**src/rtl/clk_ratio_det.sv**
```systemverilog
// Measures the period of i_meas_clk in i_ref_clk cycles and reports lock and overflow status.
// Define CLK_RATIO_DET_DUTY_MEAS_EN to add o_high_cnt, the synchronized-high cycles per reported period.
module clk_ratio_det #(
  parameter int RATIO_WIDTH = 8,
  parameter int SYNC_STAGES = 2,
  parameter int LOCK_COUNT  = 4
) (
  input  logic                   i_ref_clk,
  input  logic                   i_rst,
  input  logic                   i_en,
  input  logic                   i_meas_clk,
  output logic [RATIO_WIDTH-1:0] o_ratio,
  output logic                   o_valid,
  output logic                   o_locked,
  output logic                   o_overflow
`ifdef CLK_RATIO_DET_DUTY_MEAS_EN
  ,
  output logic [RATIO_WIDTH-1:0] o_high_cnt
`endif
);

  localparam int MW = $clog2(LOCK_COUNT + 1);
  localparam logic [RATIO_WIDTH-1:0] CNT_MAX = '1;
  localparam logic [RATIO_WIDTH-1:0] CNT_ONE = RATIO_WIDTH'(1);
  localparam logic [MW-1:0]          MATCH_FULL = MW'(LOCK_COUNT);

  typedef enum logic [1:0] {IDLE, ARM, MEASURE} state_t;

  state_t                 state, state_nxt;
  logic [SYNC_STAGES-1:0] sync_q;
  logic                   meas_d;
  logic                   meas_s;
  logic                   meas_rise;
  logic [RATIO_WIDTH-1:0] cnt, cnt_nxt;
  logic [RATIO_WIDTH-1:0] ratio_nxt;
  logic                   valid_nxt, locked_nxt, ovf_nxt;
  logic [MW-1:0]          match, match_nxt;
  logic                   first, first_nxt;
`ifdef CLK_RATIO_DET_DUTY_MEAS_EN
  logic [RATIO_WIDTH-1:0] high, high_nxt, high_out_nxt;
`endif

  assign meas_s    = sync_q[SYNC_STAGES-1];
  assign meas_rise = meas_s & ~meas_d;

  always_ff @(posedge i_ref_clk or posedge i_rst) begin
    if (i_rst) begin
      sync_q <= '0;
      meas_d <= 1'b0;
    end else begin
      sync_q <= {sync_q[SYNC_STAGES-2:0], i_meas_clk};
      meas_d <= meas_s;
    end
  end

  always_comb begin
    state_nxt  = state;
    cnt_nxt    = cnt;
    ratio_nxt  = o_ratio;
    valid_nxt  = 1'b0;
    locked_nxt = o_locked;
    ovf_nxt    = o_overflow;
    match_nxt  = match;
    first_nxt  = first;
`ifdef CLK_RATIO_DET_DUTY_MEAS_EN
    high_nxt     = high;
    high_out_nxt = o_high_cnt;
`endif
    if (!i_en) begin
      // Leaving enable wins over any edge seen this cycle; the partial period is dropped.
      state_nxt  = IDLE;
      cnt_nxt    = '0;
      locked_nxt = 1'b0;
      ovf_nxt    = 1'b0;
      match_nxt  = '0;
`ifdef CLK_RATIO_DET_DUTY_MEAS_EN
      high_nxt   = '0;
`endif
    end else begin
      case (state)
        IDLE: begin
          state_nxt = ARM;
          cnt_nxt   = '0;
`ifdef CLK_RATIO_DET_DUTY_MEAS_EN
          high_nxt  = '0;
`endif
        end
        ARM: begin
          if (meas_rise) begin
            state_nxt = MEASURE;
            cnt_nxt   = CNT_ONE;
            first_nxt = 1'b1;
`ifdef CLK_RATIO_DET_DUTY_MEAS_EN
            high_nxt  = CNT_ONE;
`endif
          end else if (cnt == CNT_MAX) begin
            // A static input never reaches MEASURE, so ARM times out too.
            ovf_nxt    = 1'b1;
            locked_nxt = 1'b0;
            match_nxt  = '0;
            cnt_nxt    = '0;
          end else begin
            cnt_nxt = cnt + CNT_ONE;
          end
        end
        MEASURE: begin
          if (meas_rise) begin
            valid_nxt = 1'b1;
            ratio_nxt = cnt;
            cnt_nxt   = CNT_ONE;
            first_nxt = 1'b0;
            if (!first && (cnt == o_ratio))
              match_nxt = (match == MATCH_FULL) ? match : match + MW'(1);
            else
              match_nxt = '0;
            locked_nxt = (match_nxt == MATCH_FULL);
`ifdef CLK_RATIO_DET_DUTY_MEAS_EN
            high_out_nxt = high;
            high_nxt     = CNT_ONE;
`endif
          end else if (cnt == CNT_MAX) begin
            state_nxt  = ARM;
            ovf_nxt    = 1'b1;
            locked_nxt = 1'b0;
            match_nxt  = '0;
            cnt_nxt    = '0;
`ifdef CLK_RATIO_DET_DUTY_MEAS_EN
            high_nxt   = '0;
`endif
          end else begin
            cnt_nxt = cnt + CNT_ONE;
`ifdef CLK_RATIO_DET_DUTY_MEAS_EN
            high_nxt = high + RATIO_WIDTH'(meas_s);
`endif
          end
        end
        default: state_nxt = IDLE;
      endcase
    end
  end

  always_ff @(posedge i_ref_clk or posedge i_rst) begin
    if (i_rst) begin
      state      <= IDLE;
      cnt        <= '0;
      o_ratio    <= '0;
      o_valid    <= 1'b0;
      o_locked   <= 1'b0;
      o_overflow <= 1'b0;
      match      <= '0;
      first      <= 1'b0;
`ifdef CLK_RATIO_DET_DUTY_MEAS_EN
      high       <= '0;
      o_high_cnt <= '0;
`endif
    end else begin
      state      <= state_nxt;
      cnt        <= cnt_nxt;
      o_ratio    <= ratio_nxt;
      o_valid    <= valid_nxt;
      o_locked   <= locked_nxt;
      o_overflow <= ovf_nxt;
      match      <= match_nxt;
      first      <= first_nxt;
`ifdef CLK_RATIO_DET_DUTY_MEAS_EN
      high       <= high_nxt;
      o_high_cnt <= high_out_nxt;
`endif
    end
  end

endmodule
```
**config.mk**
```make
export PLATFORM = sky130hd
export DESIGN_NAME = clk_ratio_det
export DESIGN_NICKNAME = d
export VERILOG_FILES = /design/src/rtl/clk_ratio_det.sv
export SDC_FILE = /design/constraint.sdc
export NUM_CORES = 1
export LEC_CHECK = 0
export ABC_CLOCK_PERIOD_IN_PS = 1700
export CAP_MARGIN = 30
export CORE_ASPECT_RATIO = 0.7
export CORE_MARGIN = 2
export CORE_UTILIZATION = 50
export CTS_CLUSTER_DIAMETER = 120
export CTS_CLUSTER_SIZE = 10
export DETAILED_ROUTE_END_ITERATION = 7
export PLACE_DENSITY = 0.74
export SETUP_SLACK_MARGIN = 0.5
export SYNTH_ARGS = -nofsm -noshare
export SYNTH_HDL_FRONTEND = slang
export SYNTH_SLANG_ARGS = --single-unit
```
**constraint.sdc**
```tcl
create_clock -name i_ref_clk -period 1.7 [get_ports i_ref_clk]
set_input_delay 0.425 -clock i_ref_clk [delete_from_list [all_inputs] [get_ports i_ref_clk]]
set_output_delay 0.425 -clock i_ref_clk [all_outputs]
set_load 0.005 [all_outputs]
```
==> results.toml, run 1 <==
[global_routing]
grt_pass1_vias = 1288
antenna_found_initial = 0
grt_pass1_wl_um = 6306
grtUsageTotal_pct = 24.18
grt_max_degree = 29
overflow = 0

[outcome]
outcome = "finished with violations"
violations = "setup timing"

[synthesis]
netlist_instances = 154
async_reset_ff_share_pct = 100.0
syn_area_um2 = 1503
ys_seq_area_share_pct = 46.63
synth_top_area_share_pct = 46.63
synth_fp_nets = 165
synth-edff-count = 0
yosysTopAreaCell = "dfrtp_1"
ys_ff_latch = 28
synth_top_flop_cell = "dfrtp_1"
netlist_top_cells_area = "dfrtp_1, nand2_1, ha_1"
ys_types = 41
syn_area_per_cell_um2 = 9.758
synth_warnings = 0

[timing]
hold_ws_ps = 368.8
post-route-period-util_pct = 104.6
fin_ws_ps = -78.82
setup_viol = 9
worst_pin_slew_ps = 583.4
fmax_mhz = 562.2
final-hold-violation-count = 0
drv_slew = 0
grt_setup_unrepaired = "yes"
relSlewSlack_pct = 61.03
period_minus_slack_ps = 1779
fin_skew_ps = 1.883

[layout]
n_antenna_cell = 0
utilization_pct = 77.13
nets = 214
mostFrequentLayoutCells = "buf_4, dfrtp_1, nand2_1"
drive_above_1_share_pct = 43.28
area_growth_pct = 44.88
final_cells = 237
final_common_cell = "buf_4"

[die]
rows = 16
die_h_um = 49.87
core_um2 = 2823
die_area_um2 = 3467
io_pins = 15
die_w_um = 69.53
start_util_pct = 53.24

[power]
power_leakage_nw = 1.092
power.density_nw_per_um2 = 1005
ir_drop_v = 0.0006292

[setup_path]
worstPathArrival_ps = 1950
r2r_start = "state[1]"
crit_fanout = 4
r2r-end = "cnt[3]"
critPathCaptureType = "flip-flop"
worstSetupPathType = "reg -> reg"
ff2ff_path_depth = 6
startpoint_type = "flip-flop"
required_ps = 1870
rrSetupSlack_ps = -80

[placed_design]
dp.cells = 213
place.gp.congestion = 0.8592
portBuffers = 14
dp_hpwl_um = 2494

[cts]
clockRootBuffer = "clkbuf_8"
numCtsBuffers = 3
h-tree-depth = 1
cts_sinks = 28
cts_tree = "done"
clk_latency_ps = 270
cts.path.max_buffers = 2
clkTransAtPathRegs_ps = 90

[worst_hold_path]
worstHoldStart = "sync_q[0]"
holdPathEnd = "sync_q[1]"
min_path_cells = 0
hold_class = "reg -> reg"

[routing]
drcViolationCount = 0
drt_iter0_drc = 140
drt-total-wl_um = 4672
via_count = 1462
avgViaCountPerCell = 6.169
ant_nets = 0
wire_per_inst_um = 19.71
drt-pass1-iter-count = 7

[flow_run]
drv_cap = 0
## logic make-up (layout without fill, tap and decap cells)
kind of cell / Yosys count / count (layout) / synth area share (%)
fa+ha+maj: 7 / 7 / 5.828
mux: 2 / 2 / 1.332
xor+xnor: 11 / 11 / 6.411
simple gates: 66 / 66 / 24.40
buf+inv: 14 / 61 / 3.580
compound gates: 26 / 26 / 11.82
flops: 28 / 28 / 46.63
## routing by layer
layer	vias up	wire, um	global-route usage, %
li1	634	-	-
met4	0	280	7.516
met2	93	2141	39.74
met1	693	1857	30.10
met5	-	0	0
met3	42	392	8.589
## stage by stage
step | setup TNS (ps) | instance area, um2 | setup WS [ps] | total power, mW
global placement | -2203 | 1802 | -251.2 | 1.417
CTS | -261.7 | 2008 | -53.53 | 1.983
global route | -1186 | 2177 | -202.3 | 2.309
detailed placement | -2642 | 1802 | -319.6 | 1.455
finish | -306.5 | 2177 | -78.82 | 2.189
floorplan | 0 | 1531 | 75.63 | 1.222
## registers in the layout, summed over array words and instances, names as in the netlist, 2 cells and up
register,count
cnt,8
sync_q,2
match,3
o_ratio,8
state,2
## final cells by class
| type | count | area, um2 |
|---|---|---|
| multi-input combinational | 112 | 942.2 |
| sequential | 28 | 703.2 |
| fill | 167 | 645.6 |
| timing repair buffer | 49 | 395.4 |
| inverter | 9 | 50.05 |
| tap | 36 | 45.04 |
| clock buffer | 3 | 41.29 |
## worst max-delay path by stage
stage,start,end,slack (ps),depth (start not counted)
global placement,i_en,cnt[7],-250,7
finish,state[1],cnt[3],-80,6
detailed placement,i_en,match[2],-320,5
global route,state[1],cnt[3],-200,6
CTS,state[0],match[0],-50,6
floorplan,state[0],match[2],80,6
## repair_timing
item	in CTS	in global routing
pin swaps	5	12
cloned	0	1
endpoints found under the setup margin	36	36
hold buffers	0	0
gates resized for setup	75	23
setup buffers	13	7
## critical path, stage by stage, from the launching register on
cell     delay, ps
dfrtp_1        440
inv_2          100
ha_2           310
or3b_4         440
nand4_1        150
xor2_1         170
nor2_1          50
## power breakdown
part | internal, mW | switching, mW
clock | 0.159 | 0.202
combinational | 0.460 | 0.576
sequential | 0.725 | 0.0667
## synthesized netlist by cell type, drive strengths merged, types with 2 or more instances
master,count
a21oi,5
a22o,4
clkbuf,4
dfrtp,28
ha,7
inv,8
mux2i,2
nand2,31
nand3,6
nand4,3
nor2,7
nor2b,2
nor3,3
nor3b,4
nor4,2
nor4b,2
o21ai,7
o31ai,2
xnor2,5
xor2,6
Power figures use the tool's default switching activity.
==> run 2, diff against run 1 <==
--- a/config.mk
+++ b/config.mk
@@ -14,4 +14,5 @@
 export CTS_CLUSTER_SIZE = 10
 export DETAILED_ROUTE_END_ITERATION = 7
+export GPL_TIMING_DRIVEN = 0
 export PLACE_DENSITY = 0.74
 export SETUP_SLACK_MARGIN = 0.5
==> constraint.sdc (replaced) <==
create_clock -name i_ref_clk -period 1.7 [get_ports i_ref_clk]
set_input_delay 0.17 -clock i_ref_clk [delete_from_list [all_inputs] [get_ports i_ref_clk]]
set_output_delay 0.17 -clock i_ref_clk [all_outputs]
set_load 0.005 [all_outputs]
==> results.toml, run 2 (synthesis gave the netlist of run 1 again) <==
[die]
die_area_um2 = 3467
core_um2 = 2823
io_pins = 15
die_h_um = 49.87
rows = 16
start_util_pct = 53.24
die_w_um = 69.53

[setup_path]
critPathCaptureType = "flip-flop"
critPathSlowestCell = "or4_4"
required_ps = 1930
worstSetupPathType = "reg -> reg"
slowest_delay_ps = 590
crit_fanout = 4
worstPathCellList = "inv_2, ha_4, nand4b_1, or4_4, a2111oi_4, a21o_1"
startpoint_type = "flip-flop"
worstPathArrival_ps = 2040

[timing]
fin_ws_ps = -108.8
final-hold-violation-count = 0
grt_setup_unrepaired = "yes"
setup_viol = 6
post-route-period-util_pct = 106.4
fin_skew_ps = 10.94
period_minus_slack_ps = 1809
fmax_mhz = 552.9
tns_ps = -464.9
drv_slew = 0
relSlewSlack_pct = 61.67
hold_ws_ps = 242.5
worst_pin_slew_ps = 574.3

[global_routing]
overflow = 0
grtUsageTotal_pct = 22.47
grt_max_degree = 17
grt_pass1_wl_um = 6037
grt_pass1_vias = 1211
antenna_found_initial = 0

[layout]
drive_above_1_share_pct = 31.77
nets = 204
top_regs = "cnt: 8 flops, o_ratio: 8 flops, match: 3 flops"
n_antenna_cell = 0
area_growth_pct = 37.80
final_common_cell = "dfrtp_1"
final_cell_area_um2 = 2071
final.fill_count = 194
mostFrequentLayoutCells = "dfrtp_1, nand2_1, buf_4"
utilization_pct = 73.36
final_cells = 228

[routing]
ant_nets = 0
drt-total-wl_um = 3571
drt-pass1-iter-count = 4
avgViaCountPerCell = 5.456
drt_iter0_drc = 76
wire_per_inst_um = 15.66
via_count = 1244
drcViolationCount = 0

[cts]
cts_tree = "done"
cts_sinks = 28
clk_latency_ps = 280
h-tree-depth = 1
numCtsBuffers = 3
clockRootBuffer = "clkbuf_8"
clkTransAtPathRegs_ps = 100
cts.path.max_buffers = 2

[power]
ir_drop_v = 0.0006656
power_leakage_nw = 0.9652
total_power_mw = 2.072
power.density_nw_per_um2 = 1001

[outcome]
outcome = "finished with violations"
violations = "setup timing"

[placed_design]
pre_cts_slack_ps = -178.3
placed_area_um2 = 1732
portBuffers = 14
dp_hpwl_um = 2226
place.gp.congestion = 0.8504
dp.cells = 205

[flow_run]
drv_cap = 0

[worst_hold_path]
hold_class = "in -> async"
==> run 2: worst max-delay path, delay by kind of cell, from the launching register on <==
| kind | cells | cell delay (ps) |
|---|---|---|
| DFF | 1 | 400 |
| AOI/OAI and AO/OA | 2 | 350 |
| and+or+nand+nor | 2 | 780 |
| buffers and inverters | 1 | 100 |
| adders and majority gates | 1 | 140 |
==> run 2: layout make-up <==
class | instances | area (um2) | share of cell area (%)
well taps | 36 | 45.04 | 2.175
inverters | 9 | 38.79 | 1.873
clock buffers | 3 | 41.29 | 1.994
clock inverters | 1 | 30.03 | 1.450
plain buffers | 5 | 41.29 | 1.994
repair buffers | 34 | 301.5 | 14.56
flip-flops and latches | 28 | 704.4 | 34.02
multi-input cells | 112 | 868.3 | 41.93
==> run 2: worst paths after layout <==
path / from / endpoint / slack (ps) / depth (start not counted)
min in group i_ref_clk: i_meas_clk / sync_q[0] / 330 / 1
worst min-delay path: i_rst / o_valid / 240 / 2
worst max-delay path: state[0] / match[0] / -110 / 6
worst min register to register: sync_q[0] / sync_q[1] / 360 / 0
worst max register to register: state[0] / match[0] / -110 / 6
max in group asynchronous: i_rst / state[0] / 950 / 3
==> run 2: timing repair <==
action	4_1_cts	5_1_grt
resized for setup	45	11
hold buffers	0	0
setup buffers	14	4
gates cloned	1	0
endpoints found under the hold margin	0	0
setup endpoints to repair	36	27
pin swaps	18	4
==> run 2: metal layers <==
| metal | track usage (%) | vias up | share of wire, % |
|---|---|---|---|
| li1 | - | 607 | - |
| met1 | 31.67 | 596 | 48 |
| met2 | 36.70 | 37 | 47 |
| met3 | 5.317 | 4 | 4.8 |
| met4 | 2.614 | 0 | 0.62 |
| met5 | 0 | - | 0 |
==> run 2: power breakdown <==
| part | internal, mW | switching [mW] |
|---|---|---|
| combinational | 0.335 | 0.431 |
| sequential | 0.725 | 0.0564 |
| clock | 0.315 | 0.209 |
